<file path="src/rtl/mul_seq_pkg.sv">
// ============================================================================
// Module   : mul_seq_pkg
// Purpose  : Shared definitions for the iterative shift-add multiplier.
//            Holds the operation codes (RISC-V M-extension multiply variants),
//            the FSM state type and helpers that decode per-operand signedness.
// Ports    : none (package)
// Revision : 1.0  initial release
// ============================================================================
`default_nettype none

package mul_seq_pkg;

  // Operation codes presented on the op port
  localparam logic [1:0] MUL_OP_MUL    = 2'd0;  // signed * signed, low word
  localparam logic [1:0] MUL_OP_MULH   = 2'd1;  // signed * signed, high word
  localparam logic [1:0] MUL_OP_MULHSU = 2'd2;  // signed * unsigned, high word
  localparam logic [1:0] MUL_OP_MULHU  = 2'd3;  // unsigned * unsigned, high word

  typedef enum logic [1:0] {
    ST_IDLE = 2'd0,
    ST_CALC = 2'd1,
    ST_DONE = 2'd2
  } mul_state_e;

  // Multiplicand is signed for every op except MULHU
  function automatic logic op_a_signed(input logic [1:0] op);
    return (op != MUL_OP_MULHU);
  endfunction

  // Multiplier is signed only for MUL and MULH; MULHSU treats it as unsigned
  function automatic logic op_b_signed(input logic [1:0] op);
    return (op == MUL_OP_MUL) || (op == MUL_OP_MULH);
  endfunction

endpackage

`default_nettype wire

</file>
<file path="src/rtl/mul_seq_abs.sv">
// ============================================================================
// Module   : mul_seq_abs
// Purpose  : Combinational sign-select and magnitude for one operand.
//            When the operand is treated as signed and is negative, the
//            two's-complement magnitude is produced as a WIDTH-bit unsigned
//            value (the most negative value maps to 2^(WIDTH-1)).
// Ports    : i_val       operand
//            i_is_signed operand is interpreted as two's complement
//            o_mag       unsigned magnitude
//            o_neg       operand is negative
// Revision : 1.0  initial release
// ============================================================================
`default_nettype none

module mul_seq_abs #(
  parameter int WIDTH = 32
) (
  input  logic [WIDTH-1:0] i_val,
  input  logic             i_is_signed,
  output logic [WIDTH-1:0] o_mag,
  output logic             o_neg
);

  assign o_neg = i_is_signed & i_val[WIDTH-1];
  assign o_mag = o_neg ? (-i_val) : i_val;

endmodule

`default_nettype wire

</file>
<file path="src/rtl/mul_seq.sv">
// ============================================================================
// Module   : mul_seq
// Purpose  : Parametrised iterative shift-add multiplier supporting
//            MUL / MULH / MULHSU / MULHU. Operands are reduced to magnitudes
//            on accept, multiplied unsigned one bit per cycle into a
//            2*WIDTH accumulator, and the sign is re-applied in DONE.
// Ports    : clk       clock, all state on rising edge
//            rst       synchronous active-high reset
//            a, b      multiplicand / multiplier, sampled on accept
//            op        operation code (see mul_seq_pkg)
//            valid     request, accepted when the FSM is IDLE
//            busy      high while in CALC or DONE
//            ready     one-cycle pulse, res/res_word valid
//            res       full 2*WIDTH product
//            res_word  low word for MUL, high word otherwise
// Config   : MUL_SEQ_EARLY_OUT_EN - when defined, CALC ends as soon as the
//            remaining multiplier bits are all zero (data-dependent latency).
//            Undefined (default): constant WIDTH+1 cycle latency.
// Revision : 1.0  initial release
// ============================================================================
`default_nettype none

module mul_seq
  import mul_seq_pkg::*;
#(
  parameter int WIDTH = 32
) (
  input  logic                 clk,
  input  logic                 rst,
  input  logic [WIDTH-1:0]     a,
  input  logic [WIDTH-1:0]     b,
  input  logic [1:0]           op,
  input  logic                 valid,
  output logic                 busy,
  output logic                 ready,
  output logic [2*WIDTH-1:0]   res,
  output logic [WIDTH-1:0]     res_word
);

  localparam int              PW       = 2 * WIDTH;
  localparam int              CNT_W    = $clog2(WIDTH + 1);
  localparam logic [CNT_W-1:0] CNT_LOAD = CNT_W'(WIDTH);
  localparam logic [CNT_W-1:0] CNT_ONE  = CNT_W'(1);

  mul_state_e        state_q, state_d;
  logic [PW-1:0]     ma_q, ma_d;
  logic [WIDTH-1:0]  mb_q, mb_d;
  logic [PW-1:0]     acc_q, acc_d;
  logic [CNT_W-1:0]  cnt_q, cnt_d;
  logic              neg_q, neg_d;
  logic [1:0]        op_q, op_d;
  logic [PW-1:0]     res_q, res_d;
  logic [WIDTH-1:0]  word_q, word_d;
  logic              ready_q, ready_d;
  logic              busy_q, busy_d;

  logic [WIDTH-1:0]  w_mag_a, w_mag_b;
  logic              w_neg_a, w_neg_b;
  logic              w_early_stop;
  logic [PW-1:0]     w_res_final;

  mul_seq_abs #(.WIDTH(WIDTH)) u_abs_a (
    .i_val       (a),
    .i_is_signed (op_a_signed(op)),
    .o_mag       (w_mag_a),
    .o_neg       (w_neg_a)
  );

  mul_seq_abs #(.WIDTH(WIDTH)) u_abs_b (
    .i_val       (b),
    .i_is_signed (op_b_signed(op)),
    .o_mag       (w_mag_b),
    .o_neg       (w_neg_b)
  );

`ifdef MUL_SEQ_EARLY_OUT_EN
  // No multiplier bits left: every remaining step would add nothing
  assign w_early_stop = (mb_q == '0);
`else
  assign w_early_stop = 1'b0;
`endif

  assign w_res_final = neg_q ? (-acc_q) : acc_q;

  always_comb begin
    state_d = state_q;
    ma_d    = ma_q;
    mb_d    = mb_q;
    acc_d   = acc_q;
    cnt_d   = cnt_q;
    neg_d   = neg_q;
    op_d    = op_q;
    res_d   = res_q;
    word_d  = word_q;
    ready_d = 1'b0;

    case (state_q)
      ST_IDLE: begin
        if (valid) begin
          ma_d    = {{WIDTH{1'b0}}, w_mag_a};
          mb_d    = w_mag_b;
          // A zero operand forces a positive result so no sign is re-applied
          neg_d   = (w_neg_a ^ w_neg_b) & (|w_mag_a) & (|w_mag_b);
          acc_d   = '0;
          cnt_d   = CNT_LOAD;
          op_d    = op;
          state_d = ST_CALC;
        end
      end

      ST_CALC: begin
        if (w_early_stop) begin
          state_d = ST_DONE;
        end else begin
          if (mb_q[0]) begin
            acc_d = acc_q + ma_q;
          end
          ma_d  = ma_q << 1;
          mb_d  = mb_q >> 1;
          cnt_d = cnt_q - CNT_ONE;
          if (cnt_q == CNT_ONE) begin
            state_d = ST_DONE;
          end
        end
      end

      ST_DONE: begin
        res_d   = w_res_final;
        word_d  = (op_q == MUL_OP_MUL) ? w_res_final[WIDTH-1:0]
                                       : w_res_final[PW-1:WIDTH];
        ready_d = 1'b1;
        state_d = ST_IDLE;
      end

      default: begin
        state_d = ST_IDLE;
      end
    endcase

    busy_d = (state_d != ST_IDLE);
  end

  always_ff @(posedge clk) begin
    if (rst) begin
      state_q <= ST_IDLE;
      ma_q    <= '0;
      mb_q    <= '0;
      acc_q   <= '0;
      cnt_q   <= '0;
      neg_q   <= 1'b0;
      op_q    <= '0;
      res_q   <= '0;
      word_q  <= '0;
      ready_q <= 1'b0;
      busy_q  <= 1'b0;
    end else begin
      state_q <= state_d;
      ma_q    <= ma_d;
      mb_q    <= mb_d;
      acc_q   <= acc_d;
      cnt_q   <= cnt_d;
      neg_q   <= neg_d;
      op_q    <= op_d;
      res_q   <= res_d;
      word_q  <= word_d;
      ready_q <= ready_d;
      busy_q  <= busy_d;
    end
  end

  assign busy     = busy_q;
  assign ready    = ready_q;
  assign res      = res_q;
  assign res_word = word_q;

endmodule

`default_nettype wire
</file>
<file path="config.mk">
export PLATFORM = sky130hd
export DESIGN_NAME = mul_seq
export DESIGN_NICKNAME = d
export VERILOG_FILES = /design/src/rtl/mul_seq_pkg.sv /design/src/rtl/mul_seq_abs.sv /design/src/rtl/mul_seq.sv
export SDC_FILE = /design/constraint.sdc
export NUM_CORES = 1
export LEC_CHECK = 0
export ABC_AREA = 1
export CELL_PAD_IN_SITES_DETAIL_PLACEMENT = 1
export CELL_PAD_IN_SITES_GLOBAL_PLACEMENT = 2
export CORE_UTILIZATION = 23
export DETAILED_ROUTE_END_ITERATION = 16
export GPL_TIMING_DRIVEN = 1
export PLACE_DENSITY = 0.71
export REMOVE_ABC_BUFFERS = 1
export SLEW_MARGIN = 20
export SYNTH_ARGS = -nofsm -noshare
export SYNTH_HDL_FRONTEND = slang
export SYNTH_SLANG_ARGS = --single-unit
</file>
<file path="constraint.sdc">
create_clock -name clk -period 3.9 [get_ports clk]
set_input_delay 0.78 -clock clk [delete_from_list [all_inputs] [get_ports clk]]
set_output_delay 0.78 -clock clk [all_outputs]
set_load 0.01 [all_outputs]
</file>
== Yosys cells after proc, flatten, opt, wreduce, memory -nomap -nowiden ==
Index checks and enable logic that the tools add are counted.

* Flip-flop bits (word level): 269
* Output and inout port bits: 98
* Word-level logic and storage cells: 56
* Input port bits: 69

* Reduce and logical (&&, ||, !) cells: 11
* Add/subtract/negate cells: 5
* Bitwise operators: 5
* Mux-type cells: 17
* Eq/ne operators: 7

{| class="wikitable"
|+ Operators by type and width
! cell !! count
|-
| $mux W64 || 4
|-
| $pmux W64 S2 || 2
|-
| $mux W32 || 4
|-
| $add A64 B64 Y64 || 1
|-
| $neg A32 Y32 || 2
|-
| $neg A64 Y64 || 1
|-
| $pmux W32 S2 || 1
|-
| $reduce_or A32 Y1 || 2
|-
| $pmux W6 S2 || 1
|-
| $eq A6 B1 Y1 const B || 1
|-
| $logic_not A2 Y1 || 3
|-
| $mux W6 || 1
|-
| $ne A2 B2 Y1 const B || 3
|-
| $sub A6 B1 Y6 const B || 1
|-
| $and A1 B1 Y1 || 4
|-
| $eq A2 B1 Y1 const B || 2
|-
| $mux W2 || 2
|-
| $pmux W2 S2 || 1
|-
| $reduce_and A2 Y1 || 2
|-
| $reduce_bool A2 Y1 || 2
|-
| $reduce_and A3 Y1 || 1
|-
| $eq A2 B2 Y1 const B || 1
|-
| $logic_or A1 B1 Y1 || 1
|-
| $mux W1 || 1
|-
| $xor A1 B1 Y1 || 1
|}

== Logic depth before layout (Yosys ltp) ==
Gate-level depths: netlist of run 1.

* Depth in word-level cells: 6
* Gate-level depth with buffers: 17

== Modules after synthesis ==
Synthesis of run 1 repeated with hierarchy kept, for this count alone.

* Cells, all modules: 3572
* Area, all modules: 20628.5 um2

{| class="wikitable"
|+ Modules (own cells, without submodules)
! module !! area an instance (um2) !! cells each !! instances
|-
| mul_seq || 18539.0 || 3116 || 1
|-
| mul_seq_abs || 1044.8 || 228 || 2
|}

== Worst setup path after synthesis of run 1 ==
No wires, ideal clock.

* Kind: in2reg
* From: input port b[0]
* To: register neg_q
* Slack: 1.660 ns
* Arrival time: 2.107 ns
* Cell stages on the path: 12
* Buffers on the path: 0
* Cells stage by stage: inv_1 ha_1 nand2_1 nor2_4 nand3_1 nand2_2 nand3_1 xor2_1 nor2_1 nand4_1 nand3_1 a21oi_1

* Longest elaborated chain between the ends: 4

{| class="wikitable"
|+ RTL lines
! element !! RTL line !! RTL
|-
| start, declared || mul_seq.sv:31 || <nowiki>input logic [WIDTH-1:0] b,</nowiki>
|-
| $neg A32 Y32 || mul_seq_abs.sv:25 || <nowiki>assign o_mag = o_neg ? (-i_val) : i_val;</nowiki>
|-
| $mux W32 (*) || mul_seq_abs.sv:25 ||
|-
| $reduce_or A32 Y1 (*) || mul_seq.sv:103 || <nowiki>neg_d = (w_neg_a ^ w_neg_b) & (|w_mag_a) & (|w_mag_b);</nowiki>
|-
| $and A1 B1 Y1 (*) || mul_seq.sv:103 ||
|-
| end signal, assigned || mul_seq.sv:162 || <nowiki>neg_q <= neg_d;</nowiki>
|-
| end, declared || mul_seq.sv:50 || <nowiki>logic neg_q, neg_d;</nowiki>
|}

Every way passes the cells marked *; elsewhere a longest branch is shown, timed or not.
A chain may end at the register's enable or synchronous reset.

== Worst setup path in the final report of run 1 ==
* From: register ma_q[0]
* To: register acc_q[58]

* Longest elaborated chain between the ends: 3

{| class="wikitable"
|+ RTL lines
! element !! RTL line !! RTL
|-
| start, declared || mul_seq.sv:46 || <nowiki>logic [PW-1:0] ma_q, ma_d;</nowiki>
|-
| start signal, assigned || mul_seq.sv:158 || <nowiki>ma_q <= ma_d;</nowiki>
|-
| $add A64 B64 Y64 || mul_seq.sv:116 || <nowiki>acc_d = acc_q + ma_q;</nowiki>
|-
| $mux W64 || mul_seq.sv:115 || <nowiki>if (mb_q[0]) begin</nowiki>
|-
| $pmux W64 S2 || mul_seq.sv:97 || <nowiki>case (state_q)</nowiki>
|-
| end signal, assigned || mul_seq.sv:148 || <nowiki>acc_q <= '0;</nowiki>
|-
| end signal, assigned || mul_seq.sv:160 || <nowiki>acc_q <= acc_d;</nowiki>
|-
| end, declared || mul_seq.sv:48 || <nowiki>logic [PW-1:0] acc_q, acc_d;</nowiki>
|}

Every way passes these cells. The select of a mux whose other input is x is not followed.

==> impl_metrics.ini, run 1 <==
[job]
maxCapViolations = 0

[sta]
slew_headroom_pct = 28.6
slew_violations = 0
post-route-min-period_ps = 3050
setup_slack_ps = 846
hold_viol = 0
worst_slew_pin_slew_ps = 1070
tns_ps = 0
rsz0062_at_grt = false
fmax_mhz = 327
fin_skew_ps = 46.8
finalSetupViolations = 0
fin_crit_sh_pct = 78.3
fin_hold_ws_ps = 467

[final_layout]
antennaDiodeCount = 0
drive_gt1_share_pct = 5.07
nFillCells = 10700
nets = 3472
layout_common_cells = 888 x nand2_1, 384 x nor2_1, 381 x inv_1
final_common_cell = nand2_1
fin_util_pct = 28.2
synthToLayoutAreaGrowth_pct = 20.9

[clock_network]
clock_latency_ps = 590
clock-sinks = 269
clk_pin_slew_ps = 60
cts_buffer_depth = 3
numCtsBuffers = 35
cts_root_buf = clkbuf_16
cts_tree = built
htreeDepth = 2
post_cts_resized = 0
cts.hold.buffers_added = 0
post_cts_buffers = 0

[place]
portBuffers = 166
dp_worst_setup_slack_ps = 444
dp_hpwl_um = 67900
place_congestion = 0.925

[power]
p_per_area_nw_per_um2 = 319
p_leak_nw = 10.1
totalPowerFinal_w = 0.00753
peakVddDrop_uv = 269

[detailed_routing]
wl_per_cell_um = 18.9
via_per_inst = 4.78
drc_errors = 0
wl_um = 85000
vias = 21500
drt_iter0_markers = 1109
antenna_left = 0
drt_pass1_iterations = 5

[die]
die_h_um = 293
boundaryPins = 167
dieArea_um2 = 85900
start_util_pct = 23.3
die_w_um = 293
core.rowCount = 106
coreArea_um2 = 83700

[yosys]
ys_warn_count = 0
ys_ff_latch = 269
avgSynthCellArea_um2 = 6.06
syn_area_um2 = 19500
ys.flop_type = dfxtp_1
synth_async_sr_flop_share_pct = 0
synth-seq-area-share_pct = 27.6
synth_edf_count = 0
synthCells = 3215
yosysUniqueCellTypes = 52

[global_route]
grt_pass1_wl_um = 130000
grt_max_degree = 142
grt_util_all_layers_pct = 19.6
grt_overflow = 0
antenna_found_initial = 2
grt_pass1_vias = 21500

[setup_path]
critPathRequiredTime_ps = 4390
reg2reg_depth = 14
critPathKind = reg -> reg
r2r_end = acc_q[58]$_SDFFE_PP0P_
cp_max_fo = 4
timing.rr.start = ma_q[0]$_SDFFE_PP0P_
cp-end-kind = flop
start_kind = flop
worstPathArrival_ps = 3540
ff2ff_setup_slack_ps = 850

[run_status]
status = finished, final reports clean

[min_path]
hp-class = reg -> reg
hold_end = res_word[16]$_SDFFE_PP0P_
min_from = res_word[16]$_SDFFE_PP0P_
whs_path_depth = 2
registers in the layout (all words and copies together) (netlist names):
signal,flops
acc_q,64
busy,1
cnt_q,6
ma_q,64
mb_q,32
neg_q,1
op_q,2
ready,1
res,64
res_word,32
state_q,2
power by group:
group	leakage (nW)	switching (W)	internal, W	total, W
sequential	2.18	0.0000739	0.00284	0.00291
combinational	7.39	0.000940	0.000430	0.00137
clock	0.550	0.00137	0.00188	0.00325
logic make-up after synthesis:
family	after synthesis	synth area share (%)
simple gates	1758	38.4
compound gates	560	17.1
buf+inv	507	10.0
flops	269	27.6
fa+ha+maj	71	4.60
xor+xnor	50	2.25
worst max-delay path by stage:
stage / to / from / slack, ps
floorplan: res_word[0]$_SDFFE_PP0P_ / state_q[1]$_SDFF_PP0_ / -4800
global placement: neg_q$_SDFFE_PP0P_ / op[1] / 460
detailed placement: neg_q$_SDFFE_PP0P_ / op[1] / 440
CTS: acc_q[58]$_SDFFE_PP0P_ / ma_q[0]$_SDFFE_PP0P_ / 950
global route: acc_q[56]$_SDFFE_PP0P_ / ma_q[0]$_SDFFE_PP0P_ / 740
finish: acc_q[58]$_SDFFE_PP0P_ / ma_q[0]$_SDFFE_PP0P_ / 850
layout make-up:
type	instances	area [um2]	area share [%]
Multi-Input combinational cell	2439	12200	51.7
Sequential cell	269	5390	22.9
Timing Repair Buffer	196	1990	8.44
Inverter	391	1470	6.23
Tap cell	1134	1420	6.02
Clock buffer	47	1000	4.25
Clock inverter	14	125	0.531
Yosys cell counts, types with 2 or more instances:
cell       instances  area, um2
a2bb2oi_1          2       17.5
xnor2_1            8       70.1
nand3_2           11        110
o21ai_0          112        561
nand3_1          322       1610
nor4_1             3       18.8
nor3b_1            2       15.0
o21a_1             7       52.6
buf_2             31        155
clkbuf_1          74        278
o211ai_1          67        503
buf_1              9       33.8
a21o_1            13       97.6
nor3_2             3       30.0
clkinv_1           3       11.3
nor3_1            32        160
dfxtp_1          269       5390
ha_1              70        876
inv_2              6       22.5
o21ai_1            7       35.0
o21bai_1          15        113
o211ai_2           2       25.0
a21boi_0           4       30.0
o31ai_1            4       30.0
o21ai_2            5       43.8
a21oi_2            4       35.0
inv_1            382       1430
nor2_4             5       56.3
a21oi_1          209       1050
nand4_1           36        225
xor2_1            42        368
a211oi_1           2       15.0
or2_2             23        144
nand2_1          888       3330
nand3b_1          27        203
a22oi_1           32        240
nor2_2             8       50.1
nor2_1           388       1460
nand2_2            7       43.8
a31oi_1           69        432
per-stage QoR:
stage	std cells	cell area (um2)
after floorplan	3099	19000
after global placement	4429	22400
after detailed placement	4429	22400
after CTS	4490	23600
after global routing	4490	23600
final	4490	23600
per-layer routing:
layer  vias up  GRT usage, %  part of all wire (%)
met3        90          2.25                   3.7
met5         -             0                 0.016
met1     10200          26.5                    48
met4         2          5.06                   2.3
li1      10800             -                     -
met2       351          32.7                    46
worst max-delay path, cell delays in order (launching register included):
cell and delay (ps):
dfxtp_1 380, ha_1 200, inv_1 60, fa_1 350
inv_1 100, nand2_1 70, o21ai_2 260, a21oi_1 190
o21bai_1 330, nand3_1 120, nand2_1 310, nand3_1 230
nand3b_1 140, nand3_1 80, a21oi_1 140
Power figures use the tool's default switching activity.
==> run 2, diff against run 1 <==
--- a/config.mk
+++ b/config.mk
@@ -11,7 +11,7 @@
 export CORE_UTILIZATION = 23
 export DETAILED_ROUTE_END_ITERATION = 16
 export GPL_TIMING_DRIVEN = 1
-export PLACE_DENSITY = 0.71
+export PLACE_DENSITY = 0.74
 export REMOVE_ABC_BUFFERS = 1
 export SLEW_MARGIN = 20
 export SYNTH_ARGS = -nofsm -noshare
==> constraint.sdc (replaced) <==
create_clock -name clk -period 2.56 [get_ports clk]
set_input_delay 0.512 -clock clk [delete_from_list [all_inputs] [get_ports clk]]
set_output_delay 0.512 -clock clk [all_outputs]
set_load 0.01 [all_outputs]
==> run 2 against run 1 <==
Against the previous run:
- final cell count increased by 8.1%
- maximum frequency increased by 23%
- critical path depth decreased by 2
- routed wire length increased by 3.9%
- critical path type unchanged
- utilization increased by 3.8 points
- clock power increased by 65%
- largest cell class unchanged
- clock skew decreased by 13 ps
- total power increased by 63%
- worst setup slack got worse by 770 ps
- critical endpoint is now acc_q[47]$_SDFFE_PP0P_
==> impl_metrics.ini, run 2 (synthesis results as in run 1) <==
[setup_path]
max_stage_delay_ps = 400
critPathKind = reg -> reg
cp-end-kind = flop
ff2ff_setup_slack_ps = 80
cp_max_fo = 4
critPathRequiredTime_ps = 3000
path_cells = ha_1, nand2_1, nor2_1, nand3_1, nand2_1, nand2_1, nand2_2, a21oi_1, buf_4, or2_2, nand3_1, a21oi_1
timing.rr.start = ma_q[12]$_SDFFE_PP0P_
worstPathArrival_ps = 2930
reg2reg_depth = 12
crit_path_frequent_cell = nand2_1
start_kind = flop
slowest_stage = ha_1
r2r_end = acc_q[47]$_SDFFE_PP0P_

[place]
dp_worst_setup_slack_ps = -418
dp_hpwl_um = 71500
place_congestion = 0.903
portBuffers = 166
dp.cells = 4783

[die]
core.rowCount = 106
die_h_um = 293
coreArea_um2 = 83700
die_w_um = 293
start_util_pct = 23.3
boundaryPins = 167
dieArea_um2 = 85900

[final_layout]
nets = 3831
layout_common_cells = 876 x nand2_1, 378 x nor2_1, 377 x inv_1
final_common_cell = nand2_1
stdcell_count = 4852
synthToLayoutAreaGrowth_pct = 37.2
antennaDiodeCount = 0
drive_gt1_share_pct = 15.8

[detailed_routing]
drt_pass1_iterations = 5
wl_per_cell_um = 18.2
drc_errors = 0
drt_iter0_markers = 1190
via_per_inst = 4.74
vias = 23000
wl_um = 88200
antenna_left = 0

[global_route]
met1_usage_pct = 26.7
met2_usage_pct = 34.6
grt-busiest-layer = met2
grtUsageMet3_pct = 2.01
antenna_found_initial = 1
grt_pass1_vias = 23400
grt_util_all_layers_pct = 20.2
grt_overflow = 0
grt_max_degree = 81
grt_pass1_wl_um = 135000

[clock_network]
clock-sinks = 269
numCtsBuffers = 35
cts.hold.buffers_added = 0
cts_buffer_depth = 3
clock_latency_ps = 570
htreeDepth = 2
cts_tree = built
clk_pin_slew_ps = 70
cts_root_buf = clkbuf_16

[sta]
finalSetupViolations = 0
hold_viol = 0
fmax_mhz = 403
setup_slack_ps = 77.1
worst_slew_pin_slew_ps = 604
slew_headroom_pct = 59.8
fin_skew_ps = 33.6
fin_crit_sh_pct = 97.0
rsz0062_at_grt = true
slew_violations = 0
post-route-min-period_ps = 2480

[min_path]
whs_path_depth = 3
hp-class = in -> reg
min_from = a[0]
hold_end = ma_q[0]$_SDFFE_PP0P_

[power]
p_per_area_nw_per_um2 = 459
p_leak_nw = 12.0
peakVddDrop_uv = 338

[job]
maxCapViolations = 0

[run_status]
status = finished, final reports clean
[run 2: worst max-delay path by stage]
| stage | end | cells after the start | slack (ps) | from |
|---|---|---|---|---|
| after floorplan | res_word[0]$_SDFFE_PP0P_ | 6 | -6140 | state_q[1]$_SDFF_PP0_ |
| final | acc_q[47]$_SDFFE_PP0P_ | 12 | 80 | ma_q[12]$_SDFFE_PP0P_ |
| after global placement | neg_q$_SDFFE_PP0P_ | 15 | -350 | op[0] |
| after global routing | res_word[24]$_SDFFE_PP0P_ | 17 | -50 | acc_q[0]$_SDFFE_PP0P_ |
| after detailed placement | neg_q$_SDFFE_PP0P_ | 16 | -420 | op[0] |
| after CTS | acc_q[24]$_SDFFE_PP0P_ | 17 | -9 | ma_q[0]$_SDFFE_PP0P_ |
[run 2: final cells by class]
cell class              instances  area, um2
well taps                    1134       1420
inverters                     391       1470
repair buffers                555       4800
multi-input cells            2439      12400
flip-flops and latches        269       5390
clock buffers                  45        965
fillers                     10700      57000
clock inverters                19        249
[run 2: power by group]
group / internal (W) / leakage (nW) / switching [W]
Sequential: 0.00432 / 2.18 / 0.000109
Combinational: 0.000973 / 9.26 / 0.00152
Clock: 0.00319 / 0.586 / 0.00216
[run 2: worst max-delay path: cells and delay by family, from the launching register on]
kind	cells	cell delay (ps)
and+or+nand+nor	8	1290
adders and majority gates	1	400
DFF	1	360
AOI/OAI and AO/OA	2	160
buffers and inverters	1	150
[run 2: routing by layer]
layer / vias to the layer above / share of wire (%) / routed length (um)
met4: 0 / 2.8 / 2460
met1: 11000 / 47 / 41200
li1: 11500 / - / -
met5: - / 0 / 0
met3: 111 / 3.8 / 3320
met2: 419 / 47 / 41300
[run 2: per-stage QoR]
step | hold slack (ps) | util, % | total power (W) | setup TNS, ps | cell area, um2
4_1_cts | 375 | 31.6 | 0.0124 | -8.51 | 26500
3_3_place_gp | 456 | 30.1 | 0.00693 | -1300 | 25200
2_1_floorplan | 444 | - | 0.00565 | -1017390 | 19000
3_5_place_dp | 457 | 30.1 | 0.00696 | -1900 | 25200
5_1_grt | 369 | 31.9 | 0.0128 | -179 | 26700
6_report | 374 | 31.9 | 0.0123 | 0 | 26700
[run 2: repair_timing]
action / 4_1_cts / 5_1_grt
resized for setup: 10 / 65
pin swaps: 3 / 6
endpoints found under the setup margin: 14 / 50
buffers inserted: 1 / 4
